**src/rtl/mem_dump_pkg.sv**
```systemverilog
// Shared types and constants for the memory dump streamer and its address generator.
package mem_dump_pkg;

  localparam int DEF_DATA_W = 32;
  localparam int DEF_ADDR_W = 32;
  localparam int DEF_CNT_W  = 16;
  localparam int WORD_BYTES = 4;
  localparam int OFS_W      = 2;

  typedef enum logic [2:0] {
    S_IDLE = 3'd0,
    S_READ = 3'd1,
    S_WAIT = 3'd2,
    S_SEND = 3'd3,
    S_FIN  = 3'd4
  } state_e;

endpackage

```
**src/rtl/mem_dump_addr_gen.sv**
```systemverilog
// Sweep address and remaining-word counter; the word address wraps silently at the
// top of the byte address space.
module mem_dump_addr_gen
  import mem_dump_pkg::*;
#(
  parameter int ADDR_W = DEF_ADDR_W,
  parameter int CNT_W  = DEF_CNT_W
) (
  input  logic              clk,
  input  logic              rst_n,
  input  logic              load_i,
  input  logic [ADDR_W-1:0] base_i,
  input  logic [CNT_W-1:0]  count_i,
  input  logic              step_i,
  output logic [ADDR_W-1:0] addr_o,
  output logic [ADDR_W-1:0] addr_d_o,
  output logic              last_o
);

  logic [ADDR_W-1:0] addr_q, addr_d;
  logic [CNT_W-1:0]  remaining_q, remaining_d;

  // Load aligns the base; step advances one word.
  always_comb begin
    addr_d      = addr_q;
    remaining_d = remaining_q;
    if (load_i) begin
      addr_d      = {base_i[ADDR_W-1:OFS_W], {OFS_W{1'b0}}};
      remaining_d = count_i;
    end else if (step_i) begin
      addr_d      = addr_q + ADDR_W'(WORD_BYTES);
      remaining_d = remaining_q - CNT_W'(1);
    end else begin
      addr_d      = addr_q;
      remaining_d = remaining_q;
    end
  end

  // Address and counter state.
  always_ff @(posedge clk or negedge rst_n) begin
    if (!rst_n) begin
      addr_q      <= '0;
      remaining_q <= '0;
    end else begin
      addr_q      <= addr_d;
      remaining_q <= remaining_d;
    end
  end

  assign addr_o   = addr_q;
  assign addr_d_o = addr_d;
  assign last_o   = (remaining_q == CNT_W'(1));

endmodule

```
**src/rtl/mem_dump_streamer.sv**
```systemverilog
// Sweeps a window of data memory and streams each word out over valid/ready,
// with busy/done status and abort.
module mem_dump_streamer
  import mem_dump_pkg::*;
#(
  parameter int DATA_W = DEF_DATA_W,
  parameter int ADDR_W = DEF_ADDR_W,
  parameter int CNT_W  = DEF_CNT_W,
  parameter int RD_LAT = 0
) (
  input  logic              clk,
  input  logic              rst_n,
  input  logic              start,
  input  logic [ADDR_W-1:0] base_addr,
  input  logic [CNT_W-1:0]  word_count,
  input  logic              abort,
  output logic              busy,
  output logic              done,
  output logic              mem_rd_en,
  output logic [ADDR_W-1:0] mem_addr,
  input  logic [DATA_W-1:0] mem_rdata,
  output logic              out_valid,
  input  logic              out_ready,
  output logic [DATA_W-1:0] out_data,
  output logic [ADDR_W-1:0] out_addr,
  output logic              out_last
);

  state_e            state_q, state_d;
  logic [ADDR_W-1:0] addr_s, addr_next_s;
  logic              last_s;
  logic              load_s, step_s, capture_s;

  logic              busy_q, done_q, mem_rd_en_q, out_valid_q, out_last_q;
  logic [ADDR_W-1:0] mem_addr_q, out_addr_q;
  logic [DATA_W-1:0] out_data_q;

  assign load_s    = (state_q == S_IDLE) && start;
  assign step_s    = (state_q == S_SEND) && out_valid_q && out_ready;
  assign capture_s = ((state_q == S_READ) && (RD_LAT == 0)) || (state_q == S_WAIT);

  mem_dump_addr_gen #(
    .ADDR_W (ADDR_W),
    .CNT_W  (CNT_W)
  ) u_addr_gen (
    .clk      (clk),
    .rst_n    (rst_n),
    .load_i   (load_s),
    .base_i   (base_addr),
    .count_i  (word_count),
    .step_i   (step_s),
    .addr_o   (addr_s),
    .addr_d_o (addr_next_s),
    .last_o   (last_s)
  );

  // Next state; abort beats everything except IDLE, where start wins.
  always_comb begin
    state_d = state_q;
    case (state_q)
      S_IDLE: begin
        if (start) begin
          state_d = (word_count == CNT_W'(0)) ? S_FIN : S_READ;
        end else begin
          state_d = S_IDLE;
        end
      end
      S_READ: begin
        if (abort) begin
          state_d = S_FIN;
        end else begin
          state_d = (RD_LAT == 0) ? S_SEND : S_WAIT;
        end
      end
      S_WAIT: begin
        if (abort) begin
          state_d = S_FIN;
        end else begin
          state_d = S_SEND;
        end
      end
      S_SEND: begin
        if (abort) begin
          state_d = S_FIN;
        end else if (step_s) begin
          state_d = last_s ? S_FIN : S_READ;
        end else begin
          state_d = S_SEND;
        end
      end
      S_FIN:   state_d = S_IDLE;
      default: state_d = S_IDLE;
    endcase
  end

  // State register and outputs registered from the next state.
  always_ff @(posedge clk or negedge rst_n) begin
    if (!rst_n) begin
      state_q     <= S_IDLE;
      busy_q      <= 1'b0;
      done_q      <= 1'b0;
      mem_rd_en_q <= 1'b0;
      mem_addr_q  <= '0;
      out_valid_q <= 1'b0;
    end else begin
      state_q     <= state_d;
      busy_q      <= (state_d != S_IDLE);
      done_q      <= (state_d == S_FIN);
      mem_rd_en_q <= (state_d == S_READ);
      out_valid_q <= (state_d == S_SEND);
      if (state_d == S_READ) begin
        mem_addr_q <= addr_next_s;
      end
    end
  end

  // Beat register; held stable through SEND because capture only fires in READ/WAIT.
  always_ff @(posedge clk or negedge rst_n) begin
    if (!rst_n) begin
      out_data_q <= '0;
      out_addr_q <= '0;
      out_last_q <= 1'b0;
    end else if (capture_s) begin
      out_data_q <= mem_rdata;
      out_addr_q <= addr_s;
      out_last_q <= last_s;
    end
  end

  assign busy      = busy_q;
  assign done      = done_q;
  assign mem_rd_en = mem_rd_en_q;
  assign mem_addr  = mem_addr_q;
  assign out_valid = out_valid_q;
  assign out_data  = out_data_q;
  assign out_addr  = out_addr_q;
  assign out_last  = out_last_q;

endmodule
```
**config.mk**
```make
export PLATFORM = sky130hd
export DESIGN_NAME = mem_dump_streamer
export DESIGN_NICKNAME = d
export VERILOG_FILES = /design/src/rtl/mem_dump_pkg.sv /design/src/rtl/mem_dump_addr_gen.sv /design/src/rtl/mem_dump_streamer.sv
export SDC_FILE = /design/constraint.sdc
export NUM_CORES = 1
export LEC_CHECK = 0
export BUFFER_PORTS_ARGS = -buffer_cell sky130_fd_sc_hd__buf_4
export CORE_UTILIZATION = 43
export CTS_BUF_LIST = sky130_fd_sc_hd__clkbuf_16
export CTS_CLUSTER_DIAMETER = 30
export CTS_CLUSTER_SIZE = 8
export DETAILED_ROUTE_END_ITERATION = 7
export PLACE_DENSITY = 0.7
export SLEW_MARGIN = 20
export SYNTH_ARGS = -nofsm -noshare
export SYNTH_HDL_FRONTEND = slang
export SYNTH_SLANG_ARGS = --single-unit
```
**constraint.sdc**
```tcl
create_clock -name clk -period 2.2 [get_ports clk]
set_clock_uncertainty 0.05 [all_clocks]
set_input_delay 0.44 -clock clk [delete_from_list [all_inputs] [get_ports clk]]
set_output_delay 0.44 -clock clk [all_outputs]
set_load 0.005 [all_outputs]
```
==> out/qor.yml <==
drt:
  vias: 5073
  vias_per_cell: 5.262
  drt_iter0_markers: 289
  post-route-drc-count: 0
  dr.pass1.iters: 5
  antenna_left: 0
  drt_wl_total_mm: 16.54
  wire_per_inst_um: 17.15
timing:
  finalCritPeriodShare: 0.9606
  hold_viol: 0
  relSlewSlack: 0.5211
  fmax_ghz: 0.4732
  finalSetupViolCount: 0
  slew_viol_final: 0
  fin_hold_ws_ps: 146.3
  setup_ws_ps: 86.66
  final.min_clock_period_ps: 2113
  tightest_slew_ps: 718.4
global_route:
  grt-ovfl-total: 0
  grt_pass1_wl_mm: 26.45
  grt_pass1_vias: 5280
  grt_max_degree: 54
  antenna_found_initial: 0
  grtUsageTotal: 0.2150
placement:
  pre_cts_ws_ps: -268.6
  hpwl_mm: 11.74
  port_buffers: 183
  place_inst: 922
  gp_congestion: 0.8539
critical_path:
  cp_slowest_cell: "dfrtp_2"
  r2r_slack_ps: 90
  path_buf_inv: 2
  path_max_fanout: 5
  path_cells: "ha_1, nand4_1, nor4_4, buf_6, clkbuf_4, nand3_1, xor2_1, o21ai_1, mux2_1"
  startpoint: "u_addr_gen.addr_o[2]"
  start_kind: "register"
  cp-end-kind: "register"
  cp.depth: 9
  cp_top_family: "simple AND/OR/NAND/NOR gates"
  cp_data_required_time_ps: 2450
  rr_endpoint: "mem_addr[14]"
  arrival_ps: 2370
  cpPeakStageDelay_ps: 360
  r2r_cells: 9
  crit_type: "reg2reg"
  reg2reg_from: "u_addr_gen.addr_o[2]"
  crit_end: "mem_addr[14]"
layout:
  nFillCells: 1217
  area_growth_pct: 37.85
  stdcell_count: 964
  finalNetCount: 856
  drive_gt1_frac: 0.4500
  diodes: 0
die:
  die-area_um2: 15900
  fp-row-count: 44
  fp.dieW_um: 126.1
  initial_utilization: 0.4488
  die_h_um: 126.1
  pin_count: 186
  core_area_um2: 14750
pwr:
  power_mw: 13.85
  leakagePower_nw: 4.215
  vdd_drop_max_mv: 0.7134
  powerDensity_nw_per_um2: 1517
logic_synthesis:
  synth.distinct_cells: 53
  synth_cells: 548
  yosys_warnings: 0
  async_flop_share: 1.000
  syn_area_per_cell_um2: 12.08
  yosysTopAreaCellShare: 0.5745
  post_synth_instance_area_um2: 6621
  synth_ff_type: "dfrtp_1"
  synthTopCellsByArea: "dfrtp_1 57%, mux2_2 13%, nand2_1 3.6%"
  seq_area_frac_synth: 0.5745
  synth_top_cell_by_area: "dfrtp_1"
  syn_nets: 636
  synth_edf_count: 0
  ys_ff_latch: 152
flow_run:
  cap_violations: 0
clock_tree:
  clock_latency_ps: 420
  cts_sinks: 152
  cts-htree-levels: 4
  cts_tree: "yes"
  clock-root-buffer: "clkbuf_16"
  ctsLongestPathBuffers: 2
  cts_inserted_buffers: 17
  clkTransAtPathRegs_ps: 60
worst_hold_path:
  hold_path_class: "in2reg"
  hp-start: "abort"
  whs_path_depth: 2
outcome:
  status: "complete, no violations"
through the flow:
stage                     setup TNS [ps]  cell area [um2]  utilization
after floorplan                        0             6621            -
after global placement             -4369             8422       0.5708
after detailed placement           -7306             8422       0.5708
after CTS                              0             9027       0.6119
after global routing              -47.18             9128       0.6186
final                                  0             9128       0.6186
worst min path at each step:
| stage | endpoint | slack [ps] |
|---|---|---|
| 3_3_place_gp | out_data[21] | 260 |
| 4_1_cts | out_valid | 130 |
| 3_5_place_dp | out_data[21] | 260 |
| 2_1_floorplan | busy | 90 |
| 5_1_grt | out_valid | 150 |
| 6_report | out_valid | 150 |
cells in the mapped netlist, drive strengths merged (2+ instances only):
cell type  count
a21oi         12
a221o          3
a22oi          3
a32oi          7
and3           7
and4           3
buf            9
clkbuf        15
dfrtp        152
ha             3
inv            7
mux2          94
nand2         64
nand2b         2
nand3         17
nand3b         3
nand4         14
nor2          29
nor2b          3
nor3           7
nor4          11
o211ai         4
o21ai         37
xnor2          7
xor2          22
power breakdown:
group,total [mW],internal (mW),switching (mW)
Combinational,5.95,3.35,2.60
Clock,2.78,1.65,1.13
Sequential,5.12,4.15,0.967
timing repair:
action / 4_1_cts / 5_1_grt
endpoints found under the setup margin: 25 / 31
hold buffers: 1 / 0
endpoints found under the hold margin: 21 / 0
gates cloned: 0 / 0
setup buffers: 3 / 7
pin swaps: 1 / 5
resized for setup: 4 / 14
cells in the final DEF, fill, tap and decap left out, types with 2 or more instances in the layout:
cell / n
nand2_1: 64
nor4_4: 3
and3_1: 6
clkinv_2: 3
nand3b_1: 2
dfrtp_1: 147
nor2b_1: 3
mux2_2: 74
a21oi_1: 11
clkinv_4: 2
a22oi_1: 3
o21ai_1: 5
nand4_1: 13
dfrtp_2: 5
nor4_2: 2
inv_1: 7
buf_4: 216
nor2_1: 28
a221o_1: 3
a32oi_1: 7
mux2_1: 19
and4_2: 2
clkinvlp_4: 3
o21ai_0: 31
o211ai_1: 4
nor4_1: 6
bufinv_16: 2
buf_6: 2
ha_1: 3
nand3_1: 16
nor3_1: 7
buf_12: 5
clkinv_1: 2
xor2_1: 22
clkbuf_16: 17
xnor2_1: 7
layout make-up:
type / count / area (um2) / share of cell area
Sequential cell: 152 / 3810 / 0.4174
Multi-Input combinational cell: 365 / 2731 / 0.2992
Timing Repair Buffer: 225 / 1762 / 0.1930
Clock buffer: 17 / 425.4 / 0.04661
Tap cell: 184 / 230.2 / 0.02522
Clock inverter: 14 / 135.1 / 0.01480
Inverter: 7 / 33.78 / 0.003701
sequential cells by signal, indices dropped and copies added (netlist names):
name                    count
u_addr_gen.addr_o          32
state_q                     3
mem_addr                   32
out_valid                   1
out_last                    1
done                        1
out_data                   32
out_addr                   32
busy                        1
mem_rd_en                   1
u_addr_gen.remaining_q     16
kinds of logic (layout without fill, tap and decap cells):
group | count (synthesis) | in the layout | synth area share
AO/OA/AOI/OAI | 73 | 73 | 0.06803
AND/OR/NAND/NOR | 166 | 166 | 0.1327
flip-flops | 152 | 152 | 0.5745
adder cells (fa/ha/maj) | 3 | 3 | 0.005670
XOR/XNOR | 29 | 29 | 0.03836
multiplexers | 94 | 94 | 0.1604
buffers and inverters | 31 | 263 | 0.02041
metal layers:
layer / vias to the layer above / share of wire / GRT usage
li1: 2388 / - / -
met1: 2507 / 0.42 / 0.2658
met2: 162 / 0.50 / 0.3572
met3: 16 / 0.074 / 0.06797
met4: 0 / 0.012 / 0.07087
met5: - / 0 / 0
No activity file was read; power rests on OpenSTA's default activity.
